File: config.mk
export PLATFORM = sky130hd
export DESIGN_NAME = adder_kernel_acc
export DESIGN_NICKNAME = d
export VERILOG_FILES = /design/src/rtl/adder_kernel_acc_pkg.sv /design/src/rtl/adder_tree_pipe.sv /design/src/rtl/adder_kernel_acc.sv
export SDC_FILE = /design/constraint.sdc
export NUM_CORES = 1
export LEC_CHECK = 0
export ABC_AREA = 1
export CAP_MARGIN = 10
export CORE_UTILIZATION = 50
export DETAILED_ROUTE_END_ITERATION = 8
export PLACE_DENSITY = 0.76
export SLEW_MARGIN = 10
export SYNTH_ARGS = -nofsm -noshare
export SYNTH_HDL_FRONTEND = slang
export SYNTH_SLANG_ARGS = --single-unit
File: constraint.sdc
create_clock -name CLK -period 2.1 [get_ports CLK]
set_clock_uncertainty 0.15 [all_clocks]
set_input_delay 0.315 -clock CLK [delete_from_list [all_inputs] [get_ports CLK]]
set_output_delay 0.315 -clock CLK [all_outputs]
set_load 0.01 [all_outputs]
File: src/rtl/adder_kernel_acc_pkg.sv
// adder_kernel_acc_pkg: shared widths, accumulator states and beat sideband for the L1-distance engine.
package adder_kernel_acc_pkg;
    localparam int NBIT_DEF    = 8;
    localparam int NDATA_DEF   = 4;
    localparam int ACC_EXT_DEF = 8;
    localparam logic [0:0] IDLE = 1'b0;
    localparam logic [0:0] ACC  = 1'b1;
    typedef struct packed {
        logic first;
        logic last;
    } beat_flags_t;
endpackage

File: src/rtl/adder_tree_pipe.sv
// adder_tree_pipe: unsigned binary adder tree, one registered level per stage, with valid/flag sideband.
module adder_tree_pipe #(
    parameter int N  = 4,
    parameter int W  = 9,
    parameter int FW = 2
)(
    input  logic                     CLK,
    input  logic                     RSTN,
    input  logic                     in_valid,
    input  logic [FW-1:0]            in_flags,
    input  logic [N*W-1:0]           in_data,
    output logic                     out_valid,
    output logic [FW-1:0]            out_flags,
    output logic [W+$clog2(N)-1:0]   out_sum
);
    localparam int L = $clog2(N);
    logic [L-1:0]         v_sr;
    logic [L-1:0][FW-1:0] f_sr;
    always_ff @(posedge CLK or negedge RSTN) begin
        if (!RSTN) v_sr <= '0;
        else       v_sr <= L'({v_sr, in_valid});
    end
    always_ff @(posedge CLK) f_sr <= (L*FW)'({f_sr, in_flags});
    for (genvar l = 0; l < L; l++) begin : lv
        localparam int M  = N >> (l + 1);
        localparam int IW = W + l;
        logic [2*M*IW-1:0]   din;
        logic [M*(IW+1)-1:0] q;
        if (l == 0) begin : g_in
            assign din = in_data;
        end else begin : g_up
            assign din = lv[l-1].q;
        end
        always_ff @(posedge CLK)
            for (int i = 0; i < M; i++)
                q[i*(IW+1) +: IW+1] <= (IW+1)'(din[2*i*IW +: IW]) + (IW+1)'(din[(2*i+1)*IW +: IW]);
    end
    assign out_valid = v_sr[L-1];
    assign out_flags = f_sr[L-1];
    assign out_sum   = lv[L-1].q;
endmodule

File: src/rtl/adder_kernel_acc.sv
// adder_kernel_acc: pipelined AdderNet L1 engine, emits -sum|if-w| over a first/last delimited window.
module adder_kernel_acc
    import adder_kernel_acc_pkg::*;
#(
    parameter int NBIT    = NBIT_DEF,
    parameter int NDATA   = NDATA_DEF,
    parameter int ACC_EXT = ACC_EXT_DEF
)(
    input  logic                                       CLK,
    input  logic                                       RSTN,
    input  logic                                       i_valid,
    input  logic                                       i_first,
    input  logic                                       i_last,
    input  logic [NBIT*NDATA-1:0]                      i_if,
    input  logic [NBIT*NDATA-1:0]                      i_w,
    output logic                                       o_valid,
    output logic signed [NBIT+1+$clog2(NDATA)+ACC_EXT:0] o_sum,
    output logic                                       o_ovf,
    output logic                                       o_busy
);
    localparam int L    = $clog2(NDATA);
    localparam int DW   = NBIT + 1;
    localparam int TW   = DW + L;
    localparam int ACCW = TW + ACC_EXT;
    logic [NDATA*DW-1:0] d_n, d_q;
    logic [DW-1:0]       df;
    logic                a_v, t_v, done;
    beat_flags_t         a_f, t_f;
    logic [TW-1:0]       t_sum;
    logic [0:0]          state;
    logic [ACCW-1:0]     acc, acc_n;
    logic [ACCW:0]       sum_ext;
    logic                ovf, ovf_n, start;
    always_comb begin
        d_n = '0;
        df  = '0;
        for (int k = 0; k < NDATA; k++) begin
            df = {i_if[NBIT*k+NBIT-1], i_if[NBIT*k +: NBIT]} - {i_w[NBIT*k+NBIT-1], i_w[NBIT*k +: NBIT]};
            d_n[DW*k +: DW] = df[DW-1] ? -df : df;
        end
    end
    always_ff @(posedge CLK or negedge RSTN) begin
        if (!RSTN) a_v <= 1'b0;
        else       a_v <= i_valid;
    end
    always_ff @(posedge CLK) begin
        d_q <= d_n;
        a_f <= '{first: i_first, last: i_last};
    end
    adder_tree_pipe #(.N(NDATA), .W(DW), .FW($bits(beat_flags_t))) u_tree (
        .CLK       (CLK),
        .RSTN      (RSTN),
        .in_valid  (a_v),
        .in_flags  (a_f),
        .in_data   (d_q),
        .out_valid (t_v),
        .out_flags (t_f),
        .out_sum   (t_sum)
    );
    // An orphan beat arriving while idle opens a window just like a first beat.
    always_comb begin
        start   = t_f.first || state == IDLE;
        sum_ext = {1'b0, acc} + (ACCW+1)'(t_sum);
        acc_n   = start ? ACCW'(t_sum) : (sum_ext[ACCW] ? '1 : sum_ext[ACCW-1:0]);
        ovf_n   = !start && (ovf || sum_ext[ACCW]);
    end
    always_ff @(posedge CLK or negedge RSTN) begin
        if (!RSTN) begin
            state   <= IDLE;
            acc     <= '0;
            ovf     <= 1'b0;
            done    <= 1'b0;
            o_valid <= 1'b0;
            o_sum   <= '0;
            o_ovf   <= 1'b0;
        end else begin
            done    <= t_v && t_f.last;
            o_valid <= done;
            if (done) begin
                o_sum <= -{1'b0, acc};
                o_ovf <= ovf;
            end
            if (t_v) begin
                acc   <= acc_n;
                ovf   <= ovf_n;
                state <= t_f.last ? IDLE : ACC;
            end
        end
    end
    assign o_busy = state == ACC;
endmodule

==> summary.md <==
| Metric | Value |
|---|---|
| Area delta synth->final | `34.1%` |
| Core area | `approximately 16000 um2` |
| Number of max-cap violations | `0` |
| Critical Setup Path Class | `flop to flop` |
| Startpoint type of the worst setup path | `flop` |
| Die height | `between 100 and 150 um` |
| Synthesized cell area | `roughly 8100 um2` |
| Clock transition at the registers of the reported paths | `approximately 60 ps` |
| TritonCTS clock tree | `yes` |
| Data required, critical path | `roughly 2300 ps` |
| DIE WIDTH | `129 um` |
| H-tree Lvls | `4` |
| Worst Path Max Fanout | `4` |
| Leading cell types in the layout, fill and taps excluded | `297 x nand2_1, 168 x inv_1, 103 x buf_4` |
| Met1 Usage GRT | `0.256` |
| Post-synthesis cell count | `about 1100` |
| Via Count | `7699` |
| FF+latch count, synth | `120` |
| # rows | `46` |
| Nets | `1470` |
| Cells along the critical path | `ha_2 -> fa_2 -> nand2_1 -> nand2_1 -> nand3_1 -> nand2_2 -> nand2_2 -> nand2_2 -> nand2_1 -> nand3_2 -> nand2_1 -> o21ai_1` |
| Global Route met2 Usage | `0.409` |
| Top post-synthesis cells by area | `dfxtp_1 18%, dfrtp_1 14%, nand2_1 14%, ha_1 12%, inv_1 8.0%` |
| Hpwl dp | `between 10000 and 15000 um` |
| Routed vias/inst | `~5` |
| HP Start | `a_f[0]$_DFF_P_` |
| Final Max Tran Viols | `0` |
| YS warnings | `0` |
| Worst Max-Slew Pin Slew | `656 ps` |
| Initial antenna violation count | `0` |
| # placed instances | `approximately 1500` |
| WP data arrival | `approximately 2200 ps` |
| Clock Root Buffer | `clkbuf_16` |
| CTS buffer count | `17` |
| Syn nets | `roughly 1300` |
| Pwr dens | `~1200 nW/um2` |
| Hold Slack | `~180 ps` |
| Clock latency at the later pin of the worst-skew pair | `420 ps` |
| CP max-delay cell | `dfrtp_1` |
| Post-synthesis cell type count | `41` |
| Largest net degree at the start of global routing | `48` |
| Non-Filler Instances | `1546` |
| Residual DRC | `0` |
| Seq/Total Area, Yosys | `0.325` |
| Vias in the first global route | `between 7000 and 8000` |
| Leak pwr | `~5.5 nW` |
| Port bufs | `between 90 and 100` |
| Yosys top cell by area | `dfxtp_1` |
| Die ar. | `~17000 um2` |
| Endpoint class of the critical path | `flop` |
| Relative slew margins | `0.560` |
| Share of cells above drive strength 1 | `0.169` |
| # diodes | `0` |
| Placer congestion estimate | `between 0.8 and 0.9` |
| Fin. Hold Viols | `0` |
| Drt wl/cell | `11.6 um` |
| Hold Path Class | `flop to flop` |
| Peak VDD IR | `slightly above 700 uV` |
| First DRT Iteration DRCs | `~380` |
| Top-level I/O count | `between 90 and 100` |
| Most frequent CP cell | `nand2_1` |
| Most common cell after layout, fill and taps aside | `nand2_1` |
| First-pass GRT wire length | `between 30000 and 40000 um` |
| Global route total overflow | `0` |
| Clock Path Buffers | `2` |
| Status | `finished, final reports clean` |
| Post-DRT Antenna Nets | `0` |
| Global-route usage over all layers | `0.225` |
| Worst setup startpoint | `acc[0]$_DFFE_PN0P_` |
| DRT Pass-1 Iters | `5` |
| Starting Density | `0.511` |
| DRT Wirelength | `between 15000 and 20000 um` |
| Number of sinks on the clock net | `120` |
| Critical path's largest stage delay | `about 390 ps` |
| Max Fclk | `around 0.5 GHz` |
| Reg-to-reg critical path startpoint | `acc[0]$_DFFE_PN0P_` |
| # setup viols final | `0` |
| Syn Area/Cell | `roughly 7.2 um2` |
| Final Util | `0.685` |
| Most used routing layer | `met2` |
| Min cycle time layout | `2000 ps` |
| Post-synth top area share | `0.180` |
| Period utilization | `0.953` |
| M3 GR Usage | `0.0400` |
-- layer usage --
layer	share of wire	routed length, um
met5	0	0
met1	0.42	7540
met3	0.036	651
met4	0.031	561
met2	0.51	9110
-- critical path: cells and delay by family, from the launching register on --
family | cells | cell delay [ps]
simple gates | 9 | 740
fa+ha+maj | 2 | 530
flops | 1 | 390
compound gates | 1 | 60
-- layout make-up --
type	count	area, um2
Clock inverter	10	103
Clock buffer	22	528
Sequential cell	120	2640
Fill cell	1332	5000
Multi-Input combinational cell	806	4960
Inverter	175	657
Timing Repair Buffer	197	1730
Tap cell	216	270
-- cells by family (layout without fill, tap and decap cells) --
group,after synthesis,count (layout),share of synthesized area
AOI/OAI and AO/OA,109,109,0.0731
xor gates and xnor gates,57,57,0.0615
adders and majority gates,84,84,0.137
buffers and inverters,195,404,0.0944
DFF,120,120,0.325
and+or+nand+nor,555,556,0.309
-- Yosys cell counts, drive strengths merged --
cell type	number
a21oi	48
a22oi	1
a31oi	4
and2	7
and3	1
buf	13
clkbuf	7
clkinv	2
dfrtp	47
dfxtp	73
fa	8
ha	76
inv	173
nand2	315
nand3	89
nand3b	7
nand4	43
nor2	75
nor3	13
nor4	4
o2111ai	1
o211ai	2
o21a	6
o21ai	44
o21bai	2
o221ai	1
or2	1
xnor2	18
xor2	39
-- state kept, by name, summed over array words and instances (netlist names) --
| name | cells |
|---|---|
| u_tree.out_sum | 11 |
| d_q | 36 |
| a_v | 1 |
| u_tree.lv.q | 20 |
| o_sum | 20 |
| o_busy | 1 |
| a_f | 2 |
| u_tree.out_flags | 2 |
| done | 1 |
| u_tree.v_sr | 2 |
| o_ovf | 1 |
| o_valid | 1 |
| ovf | 1 |
| acc | 19 |
| u_tree.f_sr | 2 |
-- where the power goes --
part           internal (mW)  switching, mW  total, mW
Sequential              2.99          0.417       3.41
Clock                   1.92           1.07       2.99
Combinational           2.83           3.31       6.15
-- final timing paths --
path,cells past startpoint,to,slack [ps]
setup / recovery,12,acc[14]$_DFFE_PN0P_,100
max in group asynchronous,3,acc[1]$_DFFE_PN0P_,1010
setup reg to reg,12,acc[14]$_DFFE_PN0P_,100
min in group asynchronous,3,o_sum[3]$_DFFE_PN0P_,370
hold reg to reg,0,u_tree.f_sr[0]$_DFF_P_,180
hold / removal,0,u_tree.f_sr[0]$_DFF_P_,180
-- metrics by stage --
step	TNS, ps	power [mW]	cell area [um2]	setup slack (ps)
after floorplan	0	7.42	8120	115
after global placement	-11470	8.97	9900	-444
after detailed placement	-12750	9.15	9900	-522
after CTS	-61.3	12.3	10600	-28.0
after global routing	-11.4	13.6	10900	-3.87
final	0	12.5	10900	99.7
-- timing repair --
| item | 4_1_cts | 5_1_grt |
|---|---|---|
| buffers inserted | 7 | 4 |
| endpoints found under the setup margin | 7 | 45 |
| hold buffers | 1 | 0 |
| gates cloned | 0 | 1 |
| pin swaps | 21 | 14 |
| gates resized for setup | 22 | 50 |
| endpoints found under the hold margin | 47 | 0 |
(Power assumes the default switching activity.)
==> variant 1 (config.mk and constraints unchanged) <==
Reset style: synchronous (`RSTN`), changed in 3 clocked blocks.
--- a/src/rtl/adder_tree_pipe.sv
+++ b/src/rtl/adder_tree_pipe.sv
@@ -16,7 +16,7 @@
     localparam int L = $clog2(N);
     logic [L-1:0]         v_sr;
     logic [L-1:0][FW-1:0] f_sr;
-    always_ff @(posedge CLK or negedge RSTN) begin
+    always_ff @(posedge CLK) begin
         if (!RSTN) v_sr <= '0;
         else       v_sr <= L'({v_sr, in_valid});
     end
--- a/src/rtl/adder_kernel_acc.sv
+++ b/src/rtl/adder_kernel_acc.sv
@@ -39,7 +39,7 @@
             d_n[DW*k +: DW] = df[DW-1] ? -df : df;
         end
     end
-    always_ff @(posedge CLK or negedge RSTN) begin
+    always_ff @(posedge CLK) begin
         if (!RSTN) a_v <= 1'b0;
         else       a_v <= i_valid;
     end
@@ -64,7 +64,7 @@
         acc_n   = start ? ACCW'(t_sum) : (sum_ext[ACCW] ? '1 : sum_ext[ACCW-1:0]);
         ovf_n   = !start && (ovf || sum_ext[ACCW]);
     end
-    always_ff @(posedge CLK or negedge RSTN) begin
+    always_ff @(posedge CLK) begin
         if (!RSTN) begin
             state   <= IDLE;
             acc     <= '0;
Formal check against the unedited RTL: differs if RSTN is asserted again (counterexample within 10 cycles, from zero or initial values and one cycle with RSTN low); with RSTN held inactive, the same outputs for 10 cycles.
==> variant 1 against the original RTL <==
  * The run now ends with negative setup slack left
  * Design area hardly changed
  * Setup slack worse by 0.13 ns
  * Largest cell class unchanged
  * Non-clock buffer count is 7 higher
  * Critical path type is now primary input to register
  * Sequential cell count stayed put
  * Largest power group unchanged
  * Area after synthesis is 4.5% lower
  * Wire length is 8.6% higher
  * Total power is 17% lower
==> variant 1: results <==
group,metric,value,unit
outcome,outcome,"finished, violations left",
outcome,failed_checks,"negative setup slack",
synthesis,ys_types,36,
cells_and_area,n_all_inverters,167,
synthesis,syn-num-nets,1225,
critical_path,cp_max_fo,3,
global_routing,grt_start_max_net_pins,33,
critical_path,cp.arrival,2.29,ns
pwr,leakagePower,5.33,nW
pwr,combPwrFrac,0.445,
placed_design,gp_congestion,0.873,
synthesis,ys_async_sr_fraction,0,
critical_path,critPathBufInv,3,
timing,slew-limit-headroom,0.585,
synthesis,synth_fa_ha_area_frac,0.143,
cells_and_area,multi_input_area_share,0.484,
cells_and_area,n_fill_cell,1110,
drt,wl,19400,um
timing,setup_viol_count_final,2,
global_routing,grt_use_total,0.224,
drt,wl_met3,624,um
cells_and_area,multi_input_cells,770,
critical_path,critPathMaxStageDelay,0.45,ns
critical_path,critPathSlowestCell,"clkdlybuf4s50_1",
synthesis,syn_inst,1072,
drt,met1_length,7940,um
global_routing,grtUsageMet2,0.418,
pwr,swShare,0.361,
pwr,seq_cell_power,3.10,mW
drt,dr.first_iter.drc_count,405,
timing,fin_ws,-0.0303,ns
drt,vias_per_cell,5.09,
global_routing,grt_first_pass_wirelength,29300,um
placed_design,placed_area,9520,sq um
global_routing,globalRouteMet3Util,0.0384,
## variant 1: stage by stage
stage	setup TNS (ns)	setup slack, ns
global placement	-10.63	-0.386
finish	-0.0566	-0.0303
CTS	-0.0271	-0.0150
floorplan	0	0.0511
detailed placement	-11.95	-0.445
global route	-0.951	-0.123
## variant 1: cell families (layout without fill, tap and decap cells)
family,Yosys count,after routing
AND/OR/NAND/NOR,482,483
buffers and inverters,183,402
AO/OA/AOI/OAI,124,124
flip-flops,120,120
adder cells (fa/ha/maj),84,84
XOR/XNOR,79,79
## variant 1: path summary, 6_finish.rpt
check	depth (start not counted)	slack [ns]	from	endpoint
setup / recovery	13	-0.03	i_w[2]	d_q[6]
hold reg to reg	0	0.18	a_f[0]	u_tree.f_sr[0]
setup reg to reg	13	0.11	acc[0]	ovf
hold / removal	0	0.18	a_f[0]	u_tree.f_sr[0]
## variant 1: repair_timing
item	4_1_cts	5_1_grt
cloned	0	1
setup endpoints to repair	10	48
pin swaps	0	54
gates resized for setup	9	137
hold buffers	0	0
setup buffers	0	20
==> variant 2 (same settings) <==
Without the edit above. Change the package constant `NDATA_DEF` from 4 to 2.
--- a/src/rtl/adder_kernel_acc_pkg.sv
+++ b/src/rtl/adder_kernel_acc_pkg.sv
@@ -1,7 +1,7 @@
 // adder_kernel_acc_pkg: shared widths, accumulator states and beat sideband for the L1-distance engine.
 package adder_kernel_acc_pkg;
     localparam int NBIT_DEF    = 8;
-    localparam int NDATA_DEF   = 4;
+    localparam int NDATA_DEF   = 2;
     localparam int ACC_EXT_DEF = 8;
     localparam logic [0:0] IDLE = 1'b0;
     localparam logic [0:0] ACC  = 1'b1;
Ports: changed (resized i_if, i_w and o_sum); port bits go from 92 to 59. The function was not compared with the original's and may differ.
==> variant 2 against the original RTL <==
  * Count of clock-buffer cells in the layout shrank 11
  * Setup slack worse by 0.012 ns
  * Sequential cell count down 44
  * Non-clock buffer count decreased by 67
  * Wire length shrank 36%
  * Area after synthesis down 36%
  * Design area down 38%
  * Total power fell by 44%
  * Via count down 36%
  * Critical path type unchanged
==> variant 2: results <==
group,metric,value,unit
placed_design,placed_cells,971,
placed_design,io_buffers,58,
cells_and_area,n_fill_cell,844,
synthesis,synth-seq-area-share,0.338,
global_routing,grt_use_total,0.225,
hold_path,min_from,"a_f[0]",
critical_path,ff2ff_path_depth,12,
global_routing,antenna_found_initial,0,
synthesis,ys_async_sr_fraction,0.579,
critical_path,cp.arrival,2.12,ns
critical_path,cp_max_fo,4,
critical_path,worst_r2r_endpoint,"acc[16]",
hold_path,min_to,"u_tree.out_flags[0]",
cts,cts_tree,"built",
global_routing,grt_start_max_net_pins,45,
drt,wl_per_cell,11.4,um
pwr,ir_drop,0.478,mV
synthesis,ys_types,36,
cells_and_area,top_regs,"o_sum (19), acc (18), d_q (18)",
timing,slew-limit-headroom,0.636,
hold_path,hold_class,"register to register",
drt,firstDrtPassIters,5,
cts,cts_max_level,3,
synthesis,synth_area_leaders,"dfrtp_1 21%, nand2_1 17%, dfxtp_1 12%, ha_1 9.2%, inv_1 7.5%",
timing,timing.hold.ws,0.181,ns
drt,dr.first_iter.drc_count,136,
drt,wl,11400,um
synthesis,ys.warnings.count,0,
cells_and_area,final_layout_size_suffix_gt1_frac,0.177,
synthesis,ys_top_cells_by_count,"234 x nand2_1, 103 x inv_1, 55 x nor2_1, 53 x nand3_1, 44 x dfrtp_1",
cts,clockRootBuffer,"clkbuf_8",
critical_path,rrSetupSlack,0.09,ns
cts,clkLatencyLatePin,0.36,ns
global_routing,grt_first_pass_wirelength,19900,um
synthesis,syn-num-nets,813,
hold_path,worstHoldPathCells,0,
global_routing,grt_pass1_vias,4770,
cells_and_area,insertedDiodeCount,0,
pwr,leakagePower,3.47,nW
placed_design,gp_congestion,0.969,
cts,cts_buffer_depth,2,
drt,num_vias,4913,
cts,cts_made_buffers,9,
cells_and_area,finalNetCount,938,
placed_design,placed_area,6300,sq um
cts,clk_pin_slew,0.07,ns
placed_design,dpl.hpwl,8890,um
outcome,outcome,"completed",
cells_and_area,largest_reg_flops,19,
synthesis,synth_area_per_cell,7.03,sq um
critical_path,r2r-start,"acc[0]",
[variant 2: changes by cell type after synthesis, sizes merged, moves of 8 or more]
cell   before  now
nor2       75   58
o21ai      44   27
xor2       39   17
nand2     315  239
dfxtp      73   32
nand3      89   62
nand4      43   18
a21oi      48   27
inv       173  106
ha         76   38
xnor2      18   10
[variant 2: layer usage]
layer  routed length, um  vias up  GRT usage  part of all wire
met5                   0        -          0                 0
met4                 243        0      0.100             0.021
met3                 339       17     0.0315             0.030
met2                5890       96      0.430              0.52
met1                4890     2210      0.245              0.43
li1                    -     2590          -                 -
[variant 2: layout make-up]
type	instances	area, sq um	share of cell area
clock inverter	5	27.5	0.00410
inverter	107	402	0.0598
sequential	76	1740	0.259
tap	133	166	0.0248
timing repair buffer	130	1130	0.169
multi-input combinational	535	3100	0.462
clock buffer	11	141	0.0211
[variant 2: worst max-delay path: stages, from the launching register on]
cell	delay, ns
dfrtp_1	0.37
ha_2	0.20
inv_2	0.04
fa_2	0.37
nand3b_1	0.20
nand3_2	0.13
nand2_2	0.08
nand2_2	0.08
nand2_1	0.05
nand3_1	0.06
nand3_1	0.07
nand2_1	0.06
nand2_1	0.05
[variant 2: timing repair]
| item | in CTS | in global routing |
|---|---|---|
| setup endpoints to repair | 24 | 34 |
| gates cloned | 0 | 0 |
| endpoints found under the hold margin | 44 | 0 |
| hold buffers | 1 | 0 |
| buffers inserted | 6 | 3 |
| resized for setup | 12 | 40 |
| pin swaps | 11 | 4 |
[variant 2: worst max-delay path by stage]
stage / start / end / slack, ns / depth (start not counted)
after floorplan: i_if[8] / d_q[15] / 0.11 / 13
after global placement: i_if[0] / d_q[6] / -0.43 / 14
after detailed placement: i_if[8] / d_q[15] / -0.52 / 14
after CTS: i_w[10] / d_q[15] / 0.02 / 13
after global routing: acc[0] / acc[16] / -0.03 / 12
final: acc[0] / acc[16] / 0.09 / 12
[variant 2: kinds of logic (layout without fill, tap and decap cells)]
kind of cell    count (synthesis)  after routing  share of synthesized area
simple gates                  400            400                      0.346
buf+inv                       123            253                     0.0934
flops                          76             76                      0.338
compound gates                 66             66                     0.0696
fa+ha+maj                      42             42                      0.108
xor+xnor                       27             27                     0.0458
[variant 2: power breakdown]
group	leakage, nW	switching [mW]	total, mW	internal (mW)
clock network	0.0889	0.521	0.973	0.452
logic	2.58	2.11	3.94	1.83
registers	0.800	0.243	2.07	1.83
[variant 2: metrics by stage]
| stage | power (mW) | worst slack, ns |
|---|---|---|
| 2_1_floorplan | 4.47 | 0.114 |
| 3_3_place_gp | 5.62 | -0.432 |
| 3_5_place_dp | 5.71 | -0.524 |
| 4_1_cts | 6.73 | 0.0166 |
| 5_1_grt | 7.62 | -0.0322 |
| 6_report | 6.99 | 0.0874 |
